$ cat config.mk
export PLATFORM = sky130hd
export DESIGN_NAME = alu_arbiter
export DESIGN_NICKNAME = d
export VERILOG_FILES = /design/src/rtl/alu_arbiter_pkg.sv /design/src/rtl/alu_arbiter_rr_picker.sv /design/src/rtl/alu_arbiter.sv
export SDC_FILE = /design/constraint.sdc
export NUM_CORES = 1
export LEC_CHECK = 0
export BUFFER_PORTS_ARGS = -buffer_cell sky130_fd_sc_hd__buf_2
export CORE_AREA = 3 3 108 110
export DETAILED_ROUTE_END_ITERATION = 8
export DIE_AREA = 0 0 111 113
export GPL_TIMING_DRIVEN = 0
export PLACE_DENSITY_LB_ADDON = 0.1
export SETUP_SLACK_MARGIN = 0.1
export SYNTH_ARGS = -nofsm -noshare
export SYNTH_HDL_FRONTEND = slang
export SYNTH_SLANG_ARGS = --single-unit
$ cat constraint.sdc
create_clock -name I_clk -period 3.7 [get_ports I_clk]
set_input_delay 0.555 -clock I_clk [delete_from_list [all_inputs] [get_ports I_clk]]
set_output_delay 0.555 -clock I_clk [all_outputs]
set_load 0.005 [all_outputs]
$ cat src/rtl/alu_arbiter_pkg.sv
// -----------------------------------------------------------------------------
// alu_arbiter_pkg
// Shared definitions for the ALU arbiter slice:
//   - ALU_* select codes understood by the shared 32-bit ALU
//   - ALU_ARB_MAX_REQ : largest supported requester count
//   - ALU_ARB_IDXW    : width of the owner / round-robin pointer index
//   - rsp_state_e     : response register state (EMPTY / FULL)
// -----------------------------------------------------------------------------
package alu_arbiter_pkg;

    localparam logic [3:0] ALU_ADD  = 4'd0;
    localparam logic [3:0] ALU_SUB  = 4'd1;
    localparam logic [3:0] ALU_SLL  = 4'd2;
    localparam logic [3:0] ALU_SLT  = 4'd3;
    localparam logic [3:0] ALU_SLTU = 4'd4;
    localparam logic [3:0] ALU_XOR  = 4'd5;
    localparam logic [3:0] ALU_SRL  = 4'd6;
    localparam logic [3:0] ALU_SRA  = 4'd7;
    localparam logic [3:0] ALU_OR   = 4'd8;
    localparam logic [3:0] ALU_AND  = 4'd9;

    localparam int ALU_ARB_MAX_REQ = 8;
    localparam int ALU_ARB_IDXW    = 3;

    typedef enum logic {
        RSP_EMPTY = 1'b0,
        RSP_FULL  = 1'b1
    } rsp_state_e;

endpackage

$ cat src/rtl/alu_arbiter_rr_picker.sv
// -----------------------------------------------------------------------------
// rr_picker
// Combinational round-robin picker. Grants the first set bit of req found
// searching upward from ptr+1, wrapping modulo NREQ.
// Ports:
//   req       in  NREQ          request vector
//   ptr       in  ALU_ARB_IDXW  index of the previous winner
//   grant     out NREQ          one-hot grant (all zero when req == 0)
//   grant_idx out ALU_ARB_IDXW  index of the granted requester
// -----------------------------------------------------------------------------
module rr_picker
    import alu_arbiter_pkg::*;
#(
    parameter int NREQ = 2
) (
    input  logic [NREQ-1:0]         req,
    input  logic [ALU_ARB_IDXW-1:0] ptr,
    output logic [NREQ-1:0]         grant,
    output logic [ALU_ARB_IDXW-1:0] grant_idx
);

    // Requesters strictly above the pointer get first chance; if none of
    // them is asking, the search wraps to the full vector from index 0.
    logic [NREQ-1:0] above_ptr;
    logic [NREQ-1:0] req_hi;
    logic [NREQ-1:0] search_vec;

    generate
        for (genvar gi = 0; gi < NREQ; gi++) begin : g_mask
            assign above_ptr[gi] = (ALU_ARB_IDXW'(gi) > ptr);
        end
    endgenerate

    assign req_hi     = req & above_ptr;
    assign search_vec = (|req_hi) ? req_hi : req;

    // Lowest set bit of search_vec; scanning downward lets the lowest win.
    always_comb begin
        grant     = '0;
        grant_idx = '0;
        for (int i = NREQ - 1; i >= 0; i--) begin
            if (search_vec[i]) begin
                grant     = '0;
                grant[i]  = 1'b1;
                grant_idx = i[ALU_ARB_IDXW-1:0];
            end
        end
    end

endmodule

$ cat src/rtl/alu_arbiter.sv
// -----------------------------------------------------------------------------
// alu_arbiter
// Shares one combinational ALU between NREQ requesters. A grant is chosen
// combinationally, the granted operands are driven to the ALU, and the ALU
// result is captured in a one-entry response register returned to the winner
// over a valid/ready handshake.
//
// Build option: define ALU_ARB_FIXED_PRIO_EN for fixed priority (lowest index
// wins, no pointer register). Undefined: round-robin.
//
// Ports:
//   I_clk, I_rstn          clock, asynchronous active-low reset
//   I_req_valid[NREQ]      request valid per requester
//   O_req_ready[NREQ]      request accepted this cycle
//   I_req_alusel[4*NREQ]   ALU select per requester (slice i = [4i+3:4i])
//   I_req_data1/2[W*NREQ]  operands per requester
//   O_alu_sel/data1/data2  drive to the shared ALU
//   I_alu_result[W]        ALU result
//   O_rsp_valid[NREQ]      one-hot response valid
//   O_rsp_data[W]          response data, shared
//   I_rsp_ready[NREQ]      response accept per requester (owner's bit used)
// -----------------------------------------------------------------------------
module alu_arbiter
    import alu_arbiter_pkg::*;
#(
    parameter int NREQ = 2,
    parameter int W    = 32
) (
    input  logic              I_clk,
    input  logic              I_rstn,
    input  logic [NREQ-1:0]   I_req_valid,
    output logic [NREQ-1:0]   O_req_ready,
    input  logic [4*NREQ-1:0] I_req_alusel,
    input  logic [W*NREQ-1:0] I_req_data1,
    input  logic [W*NREQ-1:0] I_req_data2,
    output logic [3:0]        O_alu_sel,
    output logic [W-1:0]      O_alu_data1,
    output logic [W-1:0]      O_alu_data2,
    input  logic [W-1:0]      I_alu_result,
    output logic [NREQ-1:0]   O_rsp_valid,
    output logic [W-1:0]      O_rsp_data,
    input  logic [NREQ-1:0]   I_rsp_ready
);

    logic [NREQ-1:0]         grant;
    logic                    grant_any;
    logic [ALU_ARB_IDXW-1:0] win_idx;
    rsp_state_e              state_reg;
    rsp_state_e              state_next;
    logic [ALU_ARB_IDXW-1:0] owner_reg;
    logic [W-1:0]            rsp_data_reg;
    logic                    owner_ready;
    logic                    accept;

    assign grant_any = |grant;

    // ------------------------------------------------------------------
    // Grant selection
    // ------------------------------------------------------------------
`ifdef ALU_ARB_FIXED_PRIO_EN
    always_comb begin
        grant   = '0;
        win_idx = '0;
        for (int i = NREQ - 1; i >= 0; i--) begin
            if (I_req_valid[i]) begin
                grant    = '0;
                grant[i] = 1'b1;
                win_idx  = i[ALU_ARB_IDXW-1:0];
            end
        end
    end
`else
    logic [ALU_ARB_IDXW-1:0] ptr_reg;

    rr_picker #(
        .NREQ (NREQ)
    ) u_rr_picker (
        .req       (I_req_valid),
        .ptr       (ptr_reg),
        .grant     (grant),
        .grant_idx (win_idx)
    );

    // Reset value NREQ-1 makes requester 0 the first winner.
    always_ff @(posedge I_clk or negedge I_rstn) begin
        if (!I_rstn) begin
            ptr_reg <= ALU_ARB_IDXW'(NREQ - 1);
        end else if (accept) begin
            ptr_reg <= win_idx;
        end
    end
`endif

    // ------------------------------------------------------------------
    // ALU operand mux: ADD of zeros when idle
    // ------------------------------------------------------------------
    always_comb begin
        O_alu_sel   = ALU_ADD;
        O_alu_data1 = '0;
        O_alu_data2 = '0;
        for (int i = 0; i < NREQ; i++) begin
            if (grant[i]) begin
                O_alu_sel   = I_req_alusel[4*i +: 4];
                O_alu_data1 = I_req_data1[W*i +: W];
                O_alu_data2 = I_req_data2[W*i +: W];
            end
        end
    end

    // Ready of the current owner; other requesters' ready bits are ignored.
    always_comb begin
        owner_ready = 1'b0;
        for (int i = 0; i < NREQ; i++) begin
            if (owner_reg == i[ALU_ARB_IDXW-1:0]) begin
                owner_ready = I_rsp_ready[i];
            end
        end
    end

    // Accept whenever the register is free or is being drained this cycle,
    // so back-to-back operations never leave a bubble.
    assign accept = grant_any &&
                    ((state_reg == RSP_EMPTY) ||
                     ((state_reg == RSP_FULL) && owner_ready));

    // ------------------------------------------------------------------
    // Response register: state register
    // ------------------------------------------------------------------
    always_ff @(posedge I_clk or negedge I_rstn) begin
        if (!I_rstn) begin
            state_reg    <= RSP_EMPTY;
            owner_reg    <= '0;
            rsp_data_reg <= '0;
        end else begin
            state_reg <= state_next;
            if (accept) begin
                owner_reg    <= win_idx;
                rsp_data_reg <= I_alu_result;
            end
        end
    end

    // ------------------------------------------------------------------
    // Response register: next-state logic
    // ------------------------------------------------------------------
    always_comb begin
        state_next = state_reg;
        case (state_reg)
            RSP_EMPTY: begin
                if (accept) state_next = RSP_FULL;
            end
            RSP_FULL: begin
                if (accept)           state_next = RSP_FULL;
                else if (owner_ready) state_next = RSP_EMPTY;
            end
            default: state_next = RSP_EMPTY;
        endcase
    end

    // ------------------------------------------------------------------
    // Outputs
    // ------------------------------------------------------------------
    always_comb begin
        O_req_ready = accept ? grant : '0;
        O_rsp_valid = '0;
        for (int i = 0; i < NREQ; i++) begin
            O_rsp_valid[i] = (state_reg == RSP_FULL) &&
                             (owner_reg == i[ALU_ARB_IDXW-1:0]);
        end
    end

    assign O_rsp_data = rsp_data_reg;

endmodule

# Yosys cells after proc, flatten, opt, wreduce, memory -nomap -nowiden
# Index checks and enable logic that the tools add are counted.
dict set report classes {
  n_lt_le_gt_ge 2
  eq_ne 1
  muxes 18
  bitwise_logic 2
  reduce_logical 8
}
# op n
set op_table {}
lappend op_table {{$mux 32} 4}
lappend op_table {{$mux 2} 4}
lappend op_table {{$mux 4} 2}
lappend op_table {{$mux 1} 7}
lappend op_table {{$gt 1x3->1 const A} 2}
lappend op_table {{$logic_and 1x1->1} 4}
lappend op_table {{$reduce_or 2->1} 2}
lappend op_table {{$eq 3x1->1 const B} 1}
lappend op_table {{$logic_not 3->1} 1}
lappend op_table {{$and 2x2->2} 1}
lappend op_table {{$pmux 1 s2} 1}
lappend op_table {{$logic_or 1x1->1} 1}
lappend op_table {{$not 1->1} 1}
dict set report totals {
  ff_bits 39
  out_inout_bits 104
  word_cells 35
}

# Longest topological paths before layout
dict set report depth {
  ltp_word 10
  mapped_depth 7
}

# Modules after synthesis
# Synthesis repeated with hierarchy kept, for this count alone.
dict set report unflattened {
  hier_cells 272
  area_unflattened_um2 2514.9
}
# mod n_inst cells_per_inst area_each_um2
set modules_own_cells {}
lappend modules_own_cells {alu_arbiter 1 264 2462.4}
lappend modules_own_cells {rr_picker 1 8 52.6}

# Least setup slack after synthesis
# Ideal clock, no wire load.
dict set report synth_path {
  path_type {input-to-output}
  start {input port I_req_valid[1]}
  end {output port O_req_ready[0]}
  arrival_ns 1.448
  t_required_ns 3.145
  path_slack_ns 1.697
  stages 7
  path_buffers 4
  cell_sequence {buf_6 -> nand2b_1 -> buf_2 -> and2_1 -> buf_2 -> buf_2 -> and2_1}
}
dict set report synth_via {
  elab_chain_cells 8
}
# element line_no
set synth_lines {}
lappend synth_lines {{start: declaration} alu_arbiter.sv:31} ;# input logic [NREQ-1:0] I_req_valid,
lappend synth_lines {{$and 2x2->2} alu_arbiter_rr_picker.sv:34} ;# assign req_hi = req & above_ptr;
lappend synth_lines {{$reduce_or 2->1} alu_arbiter_rr_picker.sv:35} ;# assign search_vec = (|req_hi) ? req_hi : req;
lappend synth_lines {{$mux 2 (*)} alu_arbiter_rr_picker.sv:35}
lappend synth_lines {{$mux 2} alu_arbiter_rr_picker.sv:42} ;# if (search_vec[i]) begin
lappend synth_lines {{$mux 2 (*)} alu_arbiter_rr_picker.sv:42}
lappend synth_lines {{$reduce_or 2->1} alu_arbiter.sv:55} ;# assign grant_any = |grant;
lappend synth_lines {{$logic_and 1x1->1} alu_arbiter.sv:122} ;# assign accept = grant_any &&
lappend synth_lines {{$mux 2 (*)} alu_arbiter.sv:164} ;# O_req_ready = accept ? grant : '0;
lappend synth_lines {{end: declaration} alu_arbiter.sv:32} ;# output logic [NREQ-1:0] O_req_ready,
# Every way passes the cells marked *; elsewhere a longest branch is shown, timed or not.

# Worst setup path after layout
dict set report layout_path {
  start {register ptr_reg[0]}
  end {output port O_alu_data2[28]}
}
dict set report layout_via {
  elab_chain_cells 7
}
# element line_no
set layout_lines {}
lappend layout_lines {{start: declaration} alu_arbiter.sv:73} ;# logic [ALU_ARB_IDXW-1:0] ptr_reg;
lappend layout_lines {{start signal: assignment} alu_arbiter.sv:87} ;# ptr_reg <= ALU_ARB_IDXW'(NREQ - 1);
lappend layout_lines {{start signal: assignment} alu_arbiter.sv:89} ;# ptr_reg <= win_idx;
lappend layout_lines {{$gt 1x3->1} alu_arbiter_rr_picker.sv:30} ;# assign above_ptr[gi] = (ALU_ARB_IDXW'(gi) > ptr);
lappend layout_lines {{$and 2x2->2 (*)} alu_arbiter_rr_picker.sv:34}
lappend layout_lines {{$reduce_or 2->1} alu_arbiter_rr_picker.sv:35}
lappend layout_lines {{$mux 2 (*)} alu_arbiter_rr_picker.sv:35}
lappend layout_lines {{$mux 2 (*)} alu_arbiter_rr_picker.sv:42}
lappend layout_lines {{$mux 32 / $mux 2 (equally long branches)} {alu_arbiter.sv:102, alu_arbiter_rr_picker.sv:42}}
lappend layout_lines {{$mux 32 (*)} alu_arbiter.sv:102} ;# if (grant[i]) begin
lappend layout_lines {{end: declaration} alu_arbiter.sv:38} ;# output logic [W-1:0] O_alu_data2,
# Marks and branches as above.

==> results.toml <==
[synthesis]
synth_area_leaders = "dfrtp_1 (33%), mux2_4 (17%), nand3_1 (13%)"
syn_inst = 324
yosysSeqAreaShare_pct = 33.59
syn_area_mm2 = 0.002611
async_flop_share_pct = 100.0
yosysWarnings = 0
synthFlopType = "dfrtp_1"
synth-edff-count = 0
avgSynthCellArea_um2 = 8.059
synth_nets = 498
synth_seq_cells = 35
synth.top_cells.by_count = "nand2_1 (70), nand3_1 (68), o21ai_1 (48), dfrtp_1 (34), mux2_4 (30)"
synth_top_area_share_pct = 32.58
synth.distinct_cells = 25
yosysMostFrequentCell = "nand2_1"
synth_area_leader_cell = "dfrtp_1"

[route]
ant_nets = 0
drtPass1Iterations = 4
first_iter_violations = 121
wl_per_cell_um = 14.69
drt-total-wl_um = 10970
via_per_inst = 4.550
drc = 0
vias = 3399

[place]
portBuffers = 275
hpwl_um = 9041
place_area_mm2 = 0.004163
gp_congestion = 0.8394

[pwr]
power.leakage_nw = 2.341
powerDensity_mw_per_mm2 = 407.4
ir_worst_vdd_mv = 0.1630

[clock_tree]
cts_inserted_buffers = 5
cts_root_buf = "clkbuf_8"
holdBufCountCts = 0
post_cts_buffers = 0
ctsResizeCount = 0
clock_latency_ns = 0.28
cts_sinks = 35
h-tree-depth = 2
clockBufferDepth = 2
path_clk_slew_ns = 0.08
tritoncts = "built"

[floorplan]
initial_core_util_pct = 24.19
core.rowCount = 38
dieWidth_um = 111
dieArea_mm2 = 0.01254
die_h_um = 113
core_mm2 = 0.01079
pin_count = 278

[global_route]
grt_pass1_wl_um = 17080
grt_max_degree = 36
overflow = 0
grt_pass1_vias = 3434
grt_usage_pct = 16.39
antenna_found_initial = 0

[layout]
largest_reg_flops = 32
fin_nets = 780
final_area_mm2 = 0.004262
layout-drive-gt1-share_pct = 55.68
fillers = 1173
antenna_cells = 0
syn2layout_area_growth_pct = 63.20

[sta]
period_share_pct = 67.95
min_period_ns = 2.514
setup_tns_ns = 0
slew_headroom_pct = 48.15
finClkSkew_ns = 0.008590
tightest_slew_ns = 0.7778
rsz0062_at_grt = "false"
hold_viol = 0
max_freq_mhz = 397.7
setup_violations = 0
drv_slew = 0

[critical_path]
setup.worst_path.start_class = "register"
reg2reg_to = "owner_reg[0]"
reg2reg_slack_ns = 2.10
critPathCapture = "O_alu_data2[28]"
required_ns = 3.14
cp.arrival_ns = 1.96
worstSetupPathType = "register to output port"
cp-end-kind = "output port"
r2r_start = "ptr_reg[0]"
setup.worst_path.start = "ptr_reg[0]"
ff2ff_path_depth = 6
crit_path_max_fanout = 10

[status]
run_status = "finished clean"

[flow_run]
max_cap_violations = 0

[hold_path]
hp-class = "input port to asynchronous set/reset pin"
-- worst min path at each step --
stage | from | to | slack, ns
2_1_floorplan | I_rstn | O_rsp_data[0] | 0.26
3_3_place_gp | ptr_reg[0] | ptr_reg[0] | 0.49
3_5_place_dp | ptr_reg[0] | ptr_reg[0] | 0.48
4_1_cts | I_rstn | O_rsp_data[28] | 0.36
5_1_grt | I_rstn | O_rsp_data[28] | 0.40
6_report | I_rstn | O_rsp_data[14] | 0.35
-- layer usage --
metal	GRT usage [%]	share of wire, %	vias to the layer above	wire (um)
li1	-	-	1680	-
met1	19.85	39	1538	4328
met2	30.14	51	173	5639
met3	3.369	8.3	8	907
met4	3.284	0.88	0	97
met5	0	0	-	0
-- cell usage in the layout, fill, tap and decap left out --
cell type,netlist,routed
buf_2,10,285
nand2_1,70,70
nand3_1,68,68
o21ai_1,48,48
dfrtp_1,34,34
mux2_4,30,30
o21ai_0,21,21
clkbuf_1,17,17
clkbuf_8,1,7
buf_6,6,6
nand2b_1,2,2
and2_1,2,2
a21oi_1,2,2
mux2_2,2,2
mux2i_2,1,1
buf_1,1,1
and3b_1,1,1
and2_2,1,1
nor2_1,1,1
and2b_2,1,1
a21oi_4,1,1
inv_1,1,1
a21boi_0,1,1
a21o_2,1,1
clkinv_4,0,1
clkinvlp_4,0,1
dfstp_2,1,1
-- worst max-delay path, cell delays in order, from the launching register on --
cell	delay, ns
dfstp_2	0.52
nand2b_1	0.09
buf_2	0.19
buf_2	0.27
buf_2	0.27
nand3_1	0.11
o21ai_1	0.10
buf_2	0.13
-- area by class of cell --
class	count	area, um2	share of cell area, %
sequential	35	877.1	20.58
timing repair buffer	275	1376	32.30
tap	140	175.2	4.110
clock inverter	2	16.27	0.3817
buffer	35	198.9	4.668
multi-input combinational	253	1531	35.94
clock buffer	6	82.58	1.938
inverter	1	3.754	0.08808
-- through the flow --
step / total power [mW] / util (%) / instances / hold WS (ns) / setup slack [ns]
2_1_floorplan: 1.044 / - / 324 / 0.2594 / 1.697
3_3_place_gp: 1.462 / 38.57 / 739 / 0.4853 / 1.334
3_5_place_dp: 1.464 / 38.57 / 739 / 0.4794 / 1.316
4_1_cts: 1.770 / 39.49 / 747 / 0.3624 / 1.138
5_1_grt: 1.880 / 39.49 / 747 / 0.4032 / 1.024
6_report: 1.736 / 39.49 / 747 / 0.3463 / 1.186
-- where the power goes --
| part | switching, mW | leakage (nW) | internal [mW] |
|---|---|---|---|
| logic | 0.429 | 1.89 | 0.474 |
| clock network | 0.136 | 0.0474 | 0.152 |
| registers | 0.0541 | 0.404 | 0.492 |
-- cells by family (layout without fill, tap and decap cells) --
group / Yosys count / count (layout) / share of synthesized area [%]
buffers and inverters: 36 / 319 / 7.762
AOI/OAI and AO/OA: 74 / 74 / 14.85
DFF: 35 / 35 / 33.59
muxes: 33 / 33 / 18.64
and+or+nand+nor: 146 / 146 / 25.16
No activity file was read; power rests on OpenSTA's default activity.
